[config.mk]
export PLATFORM = sky130hd
export DESIGN_NAME = imm_gen_stage
export DESIGN_NICKNAME = d
export VERILOG_FILES = /design/src/rtl/imm_gen_stage.sv
export SDC_FILE = /design/constraint.sdc
export NUM_CORES = 1
export LEC_CHECK = 0
export ABC_AREA = 1
export CAP_MARGIN = 20
export CORE_ASPECT_RATIO = 1.2
export CORE_MARGIN = 4
export CORE_UTILIZATION = 49
export CTS_CLUSTER_DIAMETER = 100
export DETAILED_ROUTE_END_ITERATION = 8
export HOLD_SLACK_MARGIN = 0.02
export PLACE_DENSITY = 0.78
export SLEW_MARGIN = 30
export SYNTH_ARGS = -nofsm -noshare
export SYNTH_HDL_FRONTEND = slang
export SYNTH_SLANG_ARGS = --single-unit
[constraint.sdc]
create_clock -name clk_i -period 2.65 [get_ports clk_i]
set_input_delay 0.53 -clock clk_i [delete_from_list [all_inputs] [get_ports clk_i]]
set_output_delay 0.53 -clock clk_i [all_outputs]
set_load 0.03 [all_outputs]
[src/rtl/imm_gen_stage.sv]
// Decode-stage immediate generator with a registered output stage and a
// 2-entry skid buffer; also precomputes the pc-relative target.
module imm_gen_stage #(
    parameter int XLEN        = 32,
    parameter bit ENABLE_ZIMM = 1'b1
) (
    input  logic            clk_i,
    input  logic            rst_i,
    input  logic            flush_i,
    input  logic            valid_i,
    output logic            ready_o,
    input  logic [31:0]     inst_i,
    input  logic [2:0]      imm_src_i,
    input  logic [XLEN-1:0] pc_i,
    output logic            valid_o,
    input  logic            ready_i,
    output logic [XLEN-1:0] imm_ext_o,
    output logic [XLEN-1:0] pc_target_o,
    output logic            imm_err_o
);

    // Handshake: an entry moves across an interface on a rising edge where
    // valid and ready are both high. valid_o and the payload stay stable
    // while valid_o=1 and ready_i=0. ready_o comes straight from a flop
    // (!skid_valid), so it has no combinational dependence on ready_i.

    logic [XLEN-1:0] imm_c;
    logic [XLEN-1:0] tgt_c;
    logic            err_c;

    // Signed formats start from all-ones/zeros of the sign and overwrite the
    // low bits; this keeps every case width-independent of XLEN.
    always_comb begin
        imm_c = {XLEN{inst_i[31]}};
        err_c = 1'b0;
        case (imm_src_i)
            3'b000: imm_c[11:0] = inst_i[31:20];
            3'b001: imm_c[11:0] = {inst_i[31:25], inst_i[11:7]};
            3'b010: imm_c[12:0] = {inst_i[31], inst_i[7], inst_i[30:25],
                                   inst_i[11:8], 1'b0};
            3'b011: imm_c[31:0] = {inst_i[31:12], 12'b0};
            3'b100: imm_c[20:0] = {inst_i[31], inst_i[19:12], inst_i[20],
                                   inst_i[30:21], 1'b0};
            3'b101: begin
                imm_c = '0;
                if (ENABLE_ZIMM) imm_c[4:0] = inst_i[19:15];
                else             err_c      = 1'b1;
            end
            3'b110: begin
                imm_c = '0;
                if (!ENABLE_ZIMM)    err_c      = 1'b1;
                else if (XLEN == 64) imm_c[5:0] = inst_i[25:20];
                else                 imm_c[4:0] = inst_i[24:20];
            end
            default: begin
                imm_c = '0;
                err_c = 1'b1;
            end
        endcase
        tgt_c = pc_i + imm_c;
    end

    // Opcode bits never contribute to any immediate format.
    logic unused_opcode;
    assign unused_opcode = ^inst_i[6:0];

    logic            main_valid, skid_valid;
    logic [XLEN-1:0] main_imm, main_tgt, skid_imm, skid_tgt;
    logic            main_err, skid_err;
    logic            accept, xfer;

    assign ready_o = !skid_valid;
    assign accept  = valid_i && ready_o && !flush_i && !rst_i;
    assign xfer    = main_valid && ready_i;

    always_ff @(posedge clk_i) begin
        if (rst_i) begin
            main_valid <= 1'b0;
            main_imm   <= '0;
            main_tgt   <= '0;
            main_err   <= 1'b0;
            skid_valid <= 1'b0;
            skid_imm   <= '0;
            skid_tgt   <= '0;
            skid_err   <= 1'b0;
        end else if (flush_i) begin
            main_valid <= 1'b0;
            skid_valid <= 1'b0;
        end else if (!main_valid || xfer) begin
            // Skid holds the older entry; while it is full ready_o=0, so
            // no new entry can race it into main.
            if (skid_valid) begin
                main_valid <= 1'b1;
                main_imm   <= skid_imm;
                main_tgt   <= skid_tgt;
                main_err   <= skid_err;
                skid_valid <= 1'b0;
            end else if (accept) begin
                main_valid <= 1'b1;
                main_imm   <= imm_c;
                main_tgt   <= tgt_c;
                main_err   <= err_c;
            end else begin
                main_valid <= 1'b0;
            end
        end else if (accept) begin
            skid_valid <= 1'b1;
            skid_imm   <= imm_c;
            skid_tgt   <= tgt_c;
            skid_err   <= err_c;
        end
    end

    assign valid_o     = main_valid;
    assign imm_ext_o   = main_imm;
    assign pc_target_o = main_tgt;
    assign imm_err_o   = main_err;

endmodule

### After elaboration in Yosys (flattened, before gate mapping)

Cells that the tools add are included.

| operators by class | value |
|---|---|
| mux-type cells | 13 |
| multiply operators | 0 |
| magnitude comparators | 0 |
| add/sub/neg operators | 1 |
| shift operators | 0 |
| divide/modulo/power cells | 0 |
| bitwise logic cells | 2 |
| reduce and logical (&&, ||, !) cells | 19 |
| eq/ne operators | 6 |

Operators by type and width:

| operator | number |
|---|---|
| $mux 32 | 4 |
| $pmux 12 s6 | 1 |
| $add 32x32->32 | 1 |
| $pmux 8 s3 | 1 |
| $pmux 11 s2 | 1 |
| $eq 3x3->1 const B | 3 |
| $reduce_or 7->1 | 1 |
| $eq 3x2->1 const B | 2 |
| $reduce_and 3->1 | 2 |
| $reduce_or 3->1 | 2 |
| $mux 1 | 5 |
| $logic_and 1x1->1 | 4 |
| $logic_not 1->1 | 4 |
| $reduce_or 2->1 | 2 |
| $reduce_or 4->1 | 1 |
| $eq 3x1->1 const B | 1 |
| $logic_not 3->1 | 1 |
| $not 1->1 | 2 |
| $pmux 1 s2 | 1 |
| $reduce_bool 2->1 | 1 |
| $logic_or 1x1->1 | 1 |

| storage, ports and cells | value |
|---|---|
| latch bits | 0 |
| word-level logic and storage cells | 49 |
| memories | 0 |
| RAM bits | 0 |
| ROM bits | 0 |
| input bits | 72 |
| register bits | 132 |

### Depth between registers and ports, before layout

| logic depth | value |
|---|---|
| depth after elaboration | 6 |
| depth in mapped cells | 21 |
| depth with buffers taken out | 21 |

### Worst setup path after synthesis

OpenSTA, ideal clock, no wires.

| path | value |
|---|---|
| kind | input-to-reg |
| from | input imm_src_i[2] |
| to | register main_tgt[16] (netlist: pc_target_o[16]) |
| setup slack | 0.021 ns |
| stages on the path | 17 |
| setup time | 0.070 ns |
| data arrival time | 2.560 ns |
| data required time | 2.580 ns |
| cell sequence | inv_2 nor3_2 inv_1 o211ai_2 ha_1 inv_1 fa_1 inv_1 nand3_1 nand3_1 nand2_1 nand2_1 nand2_1 nand2_1 xor2_1 nand2_1 a21oi_1 |

| on the way | value |
|---|---|
| elaborated cells on any way between the ends | 15 |
| those cells by class | add/sub (1); eq/ne (6); mux (5); reduce/logical (3) |

RTL lines:

| what | RTL line | source |
|---|---|---|
| from (decl) | 13 | `input logic [2:0] imm_src_i,` |
| $eq 3x3->1 (tied with other cells) | 36 | `case (imm_src_i)` |
| $pmux 12 s6 (*) | 36 |  |
| via imm_c[0] | 27 | `logic [XLEN-1:0] imm_c;` |
| $add 32x32->32 (*) | 60 | `tgt_c = pc_i + imm_c;` |
| $mux 32 (*) | 98 | `end else if (accept) begin` |
| $mux 32 (*) | 92 | `if (skid_valid) begin` |
| to (signal assigned) | 95 | `main_tgt <= skid_tgt;` |
| to (signal assigned) | 101 | `main_tgt <= tgt_c;` |
| to (decl) | 68 | `logic [XLEN-1:0] main_imm, main_tgt, skid_imm, skid_tgt;` |

Mark *: on every way through the listed nets, which the timed path passes. The rest lies on a longest branch. The select of a mux whose other input is x is not followed.
A chain may end at the register's enable or synchronous reset.

### Worst setup path after layout

| path | value |
|---|---|
| from | input imm_src_i[1] |
| to | register main_tgt[7] (netlist: pc_target_o[7]) |

The elaborated chain is that of the path after synthesis.

==> flow_summary.toml <==
[placed_design]
routabilityCongestion = 0.956
dp_slack_ns = -0.917
dpl.cell_count = 1710
hpwl_um = 19900
placed_area_um2 = 10400
io_buffers = 131

[timing]
fmax_ghz = 0.390
layout_min_cycle_time_ns = 2.56
worst_pin_slew_ns = 0.867
post-route-period-util_pct = 96.7
setup_ws_ns = 0.0884
slew_violations = 0
setup_viol = 0
max-slew-margin-rel_pct = 42.2
hold_viol = 0
fin_skew_ns = 0.00554

[job]
cap_violations = 0

[die]
die_x_um = 125
die_area_um2 = 18700
die_y_um = 149
rows = 51
initial_utilization_pct = 49.9
ios = 139
core_um2 = 16300

[drt]
wl_met3_um = 2110
firstDrtPassIters = 5
drt_iter0_markers = 950
ant_nets = 0
routed_wl_um = 30200
top_layer = "met4"
wirelength_met1_um = 11800
vias = 9582
route.detailed.drc = 0
viasPerCell = 5.45
wl_per_cell_um = 17.2
met2_length_um = 15200

[power]
ir_drop_mv = 0.459
p_leak_nw = 5.95
p_per_area_nw_per_um2 = 546
pwr-share-seq_pct = 31.2
clkPwrFrac_pct = 40.3
p_switching_mw = 2.07
internal_power_mw = 4.53
p_comb_share_pct = 28.5
switching_share_pct = 31.3

[global_route]
grt_pass1_vias = 8773
antenna_found_initial = 0
grt_pass1_wl_um = 43700
grt.overflow.total = 0
grt_max_degree = 69
grt_use_total_pct = 29.3

[synthesis]
synthesis.instances = 1285
synth_top_cell_by_area = "dfxtp_1"
synth_seq_area_share_pct = 32.6
yosys_register_bits = 132
synthTopCellsByArea = "dfxtp_1, nand2_1, a21oi_1"
avgSynthCellArea_um2 = 6.32
yosysTopAreaCellShare_pct = 32.6
syn_nets = 1389
syn_area_um2 = 8120
ys_warn_count = 0
ys_types = 40

[clock_tree]
hold_buffers = 0
root_buffer = "clkbuf_16"
cts_max_path_buffers = 2
cts_buffers = 17
cts_htree_levels = 4
clk_pin_slew_worst_paths_ns = 0.06
clock_sink_count = 132
cts_tree = "done"
clock_latency_ns = 0.44

[layout]
drive_gt1_share_pct = 23.7
fillers = 1197
stdcell_area_um2 = 12100
nets = 1636
post-route-util_pct = 74.2
antennaDiodeCount = 0
final_cells = 1757
seq_area_um2 = 2640
multi_input_area_um2 = 5240
area_delta_synth_final_pct = 48.7

[worst_setup_path]
cp_max_fo = 5
critPathArrivalTime_ns = 2.93
crit_required_ns = 3.02
cp-end-kind = "flip-flop"
worstSetupPathType = "in2reg"
critPathLaunchType = "input port"

[run_status]
outcome = "complete, no violations"

[worst_hold_path]
hp-class = "reg2reg"
[registers in the layout, indices dropped and copies added, names as in the netlist]
| register | flops |
|---|---|
| skid_tgt | 32 |
| imm_err_o | 1 |
| imm_ext_o | 32 |
| skid_imm | 32 |
| skid_valid | 1 |
| valid_o | 1 |
| skid_err | 1 |
| pc_target_o | 32 |
[cell families (layout without fill, tap and decap cells)]
group / count (synthesis) / after routing / share of synthesized area [%]
simple gates: 532 / 532 / 26.8
flops: 132 / 132 / 32.6
buf+inv: 251 / 511 / 13.0
fa+ha+maj: 32 / 32 / 5.03
compound gates: 323 / 323 / 21.0
xor+xnor: 15 / 15 / 1.62
[what timing repair did]
| action | 4_1_cts | 5_1_grt |
|---|---|---|
| setup buffers | 6 | 9 |
| pin swaps | 11 | 33 |
| resized for setup | 65 | 120 |
| endpoints found under the setup margin | 57 | 55 |
[final cells by class]
class / instances / share of cell area [%]
clock buffer: 20 / 3.87
clock inverter: 12 / 1.58
multi-input combinational: 902 / 43.5
timing repair buffer: 285 / 20.9
inverter: 194 / 6.09
tap: 212 / 2.20
sequential: 132 / 21.9
[worst paths after layout]
path | start | end | slack [ns] | cells past startpoint
worst max register to register | valid_o | skid_tgt[20] | 0.95 | 10
worst min register to register | skid_imm[7] | skid_imm[7] | 0.47 | 2
worst min-delay path | skid_imm[7] | skid_imm[7] | 0.47 | 2
worst max-delay path | imm_src_i[1] | pc_target_o[7] | 0.09 | 17
[cells in the mapped netlist, drive strengths merged]
library cell and number:
a21o 5, a21oi 189, a31oi 3, and2 1
buf 33, clkbuf 24, dfxtp 132, fa 1
ha 31, inv 194, nand2 345, nand3 45
nand3b 3, nand4 3, nor2 127, nor3 6
o211ai 3, o21ai 120, o21bai 2, o221ai 1
or2 2, xnor2 2, xor2 13
[stage by stage]
step           TNS (ns)  power [mW]  hold WS, ns
2_1_floorplan         0        2.93        0.444
3_3_place_gp     -37.63        3.61        0.454
3_5_place_dp     -42.19        3.63        0.461
4_1_cts               0        6.36        0.469
5_1_grt         -0.0263        6.82        0.482
6_report              0        6.59        0.468
[power by group through the flow]
stage / Clock [mW] / Combinational [mW] / Sequential, mW
2_1_floorplan: 0 / 0.764 / 2.17
3_3_place_gp: 0 / 1.51 / 2.10
3_5_place_dp: 0 / 1.53 / 2.10
4_1_cts: 2.66 / 1.64 / 2.06
5_1_grt: 2.74 / 2.01 / 2.06
6_report: 2.66 / 1.88 / 2.06
[critical path, stage by stage]
cell	delay, ns
clkbuf_2	0.11
buf_6	0.14
inv_2	0.07
nor3_4	0.04
buf_4	0.14
o21ai_0	0.19
nand3_1	0.20
ha_4	0.30
nand2_1	0.07
nand2_1	0.11
a21oi_1	0.20
nand2_2	0.11
buf_4	0.14
buf_4	0.12
xor2_1	0.23
nand2_1	0.10
a21oi_1	0.14
[per-layer routing]
metal,track usage [%],vias up
li1,-,4567
met2,52.2,481
met5,0,-
met3,5.48,118
met4,12.3,0
met1,34.5,4416
[placed cells by master (no fill, tap or decap), types with 5 or more instances in the layout]
| cell type | Yosys | final |
|---|---|---|
| nand2_1 | 339 | 303 |
| inv_1 | 184 | 163 |
| a21oi_1 | 178 | 163 |
| buf_4 | 6 | 144 |
| dfxtp_1 | 132 | 131 |
| clkdlybuf4s50_1 | 0 | 127 |
| nor2_1 | 121 | 100 |
| o21ai_0 | 100 | 97 |
| nand3_1 | 45 | 39 |
| nand2_2 | 5 | 38 |
| inv_2 | 10 | 29 |
| ha_4 | 0 | 27 |
| o21ai_1 | 19 | 22 |
| clkbuf_16 | 0 | 17 |
| nor2_2 | 3 | 16 |
| a21oi_2 | 11 | 14 |
| a21oi_4 | 0 | 12 |
| nor2_4 | 1 | 9 |
| xor2_1 | 13 | 7 |
| nand3_2 | 0 | 6 |
| buf_6 | 9 | 6 |
| a21o_1 | 5 | 5 |
| xor2_2 | 0 | 5 |
(Power assumes the default switching activity.)
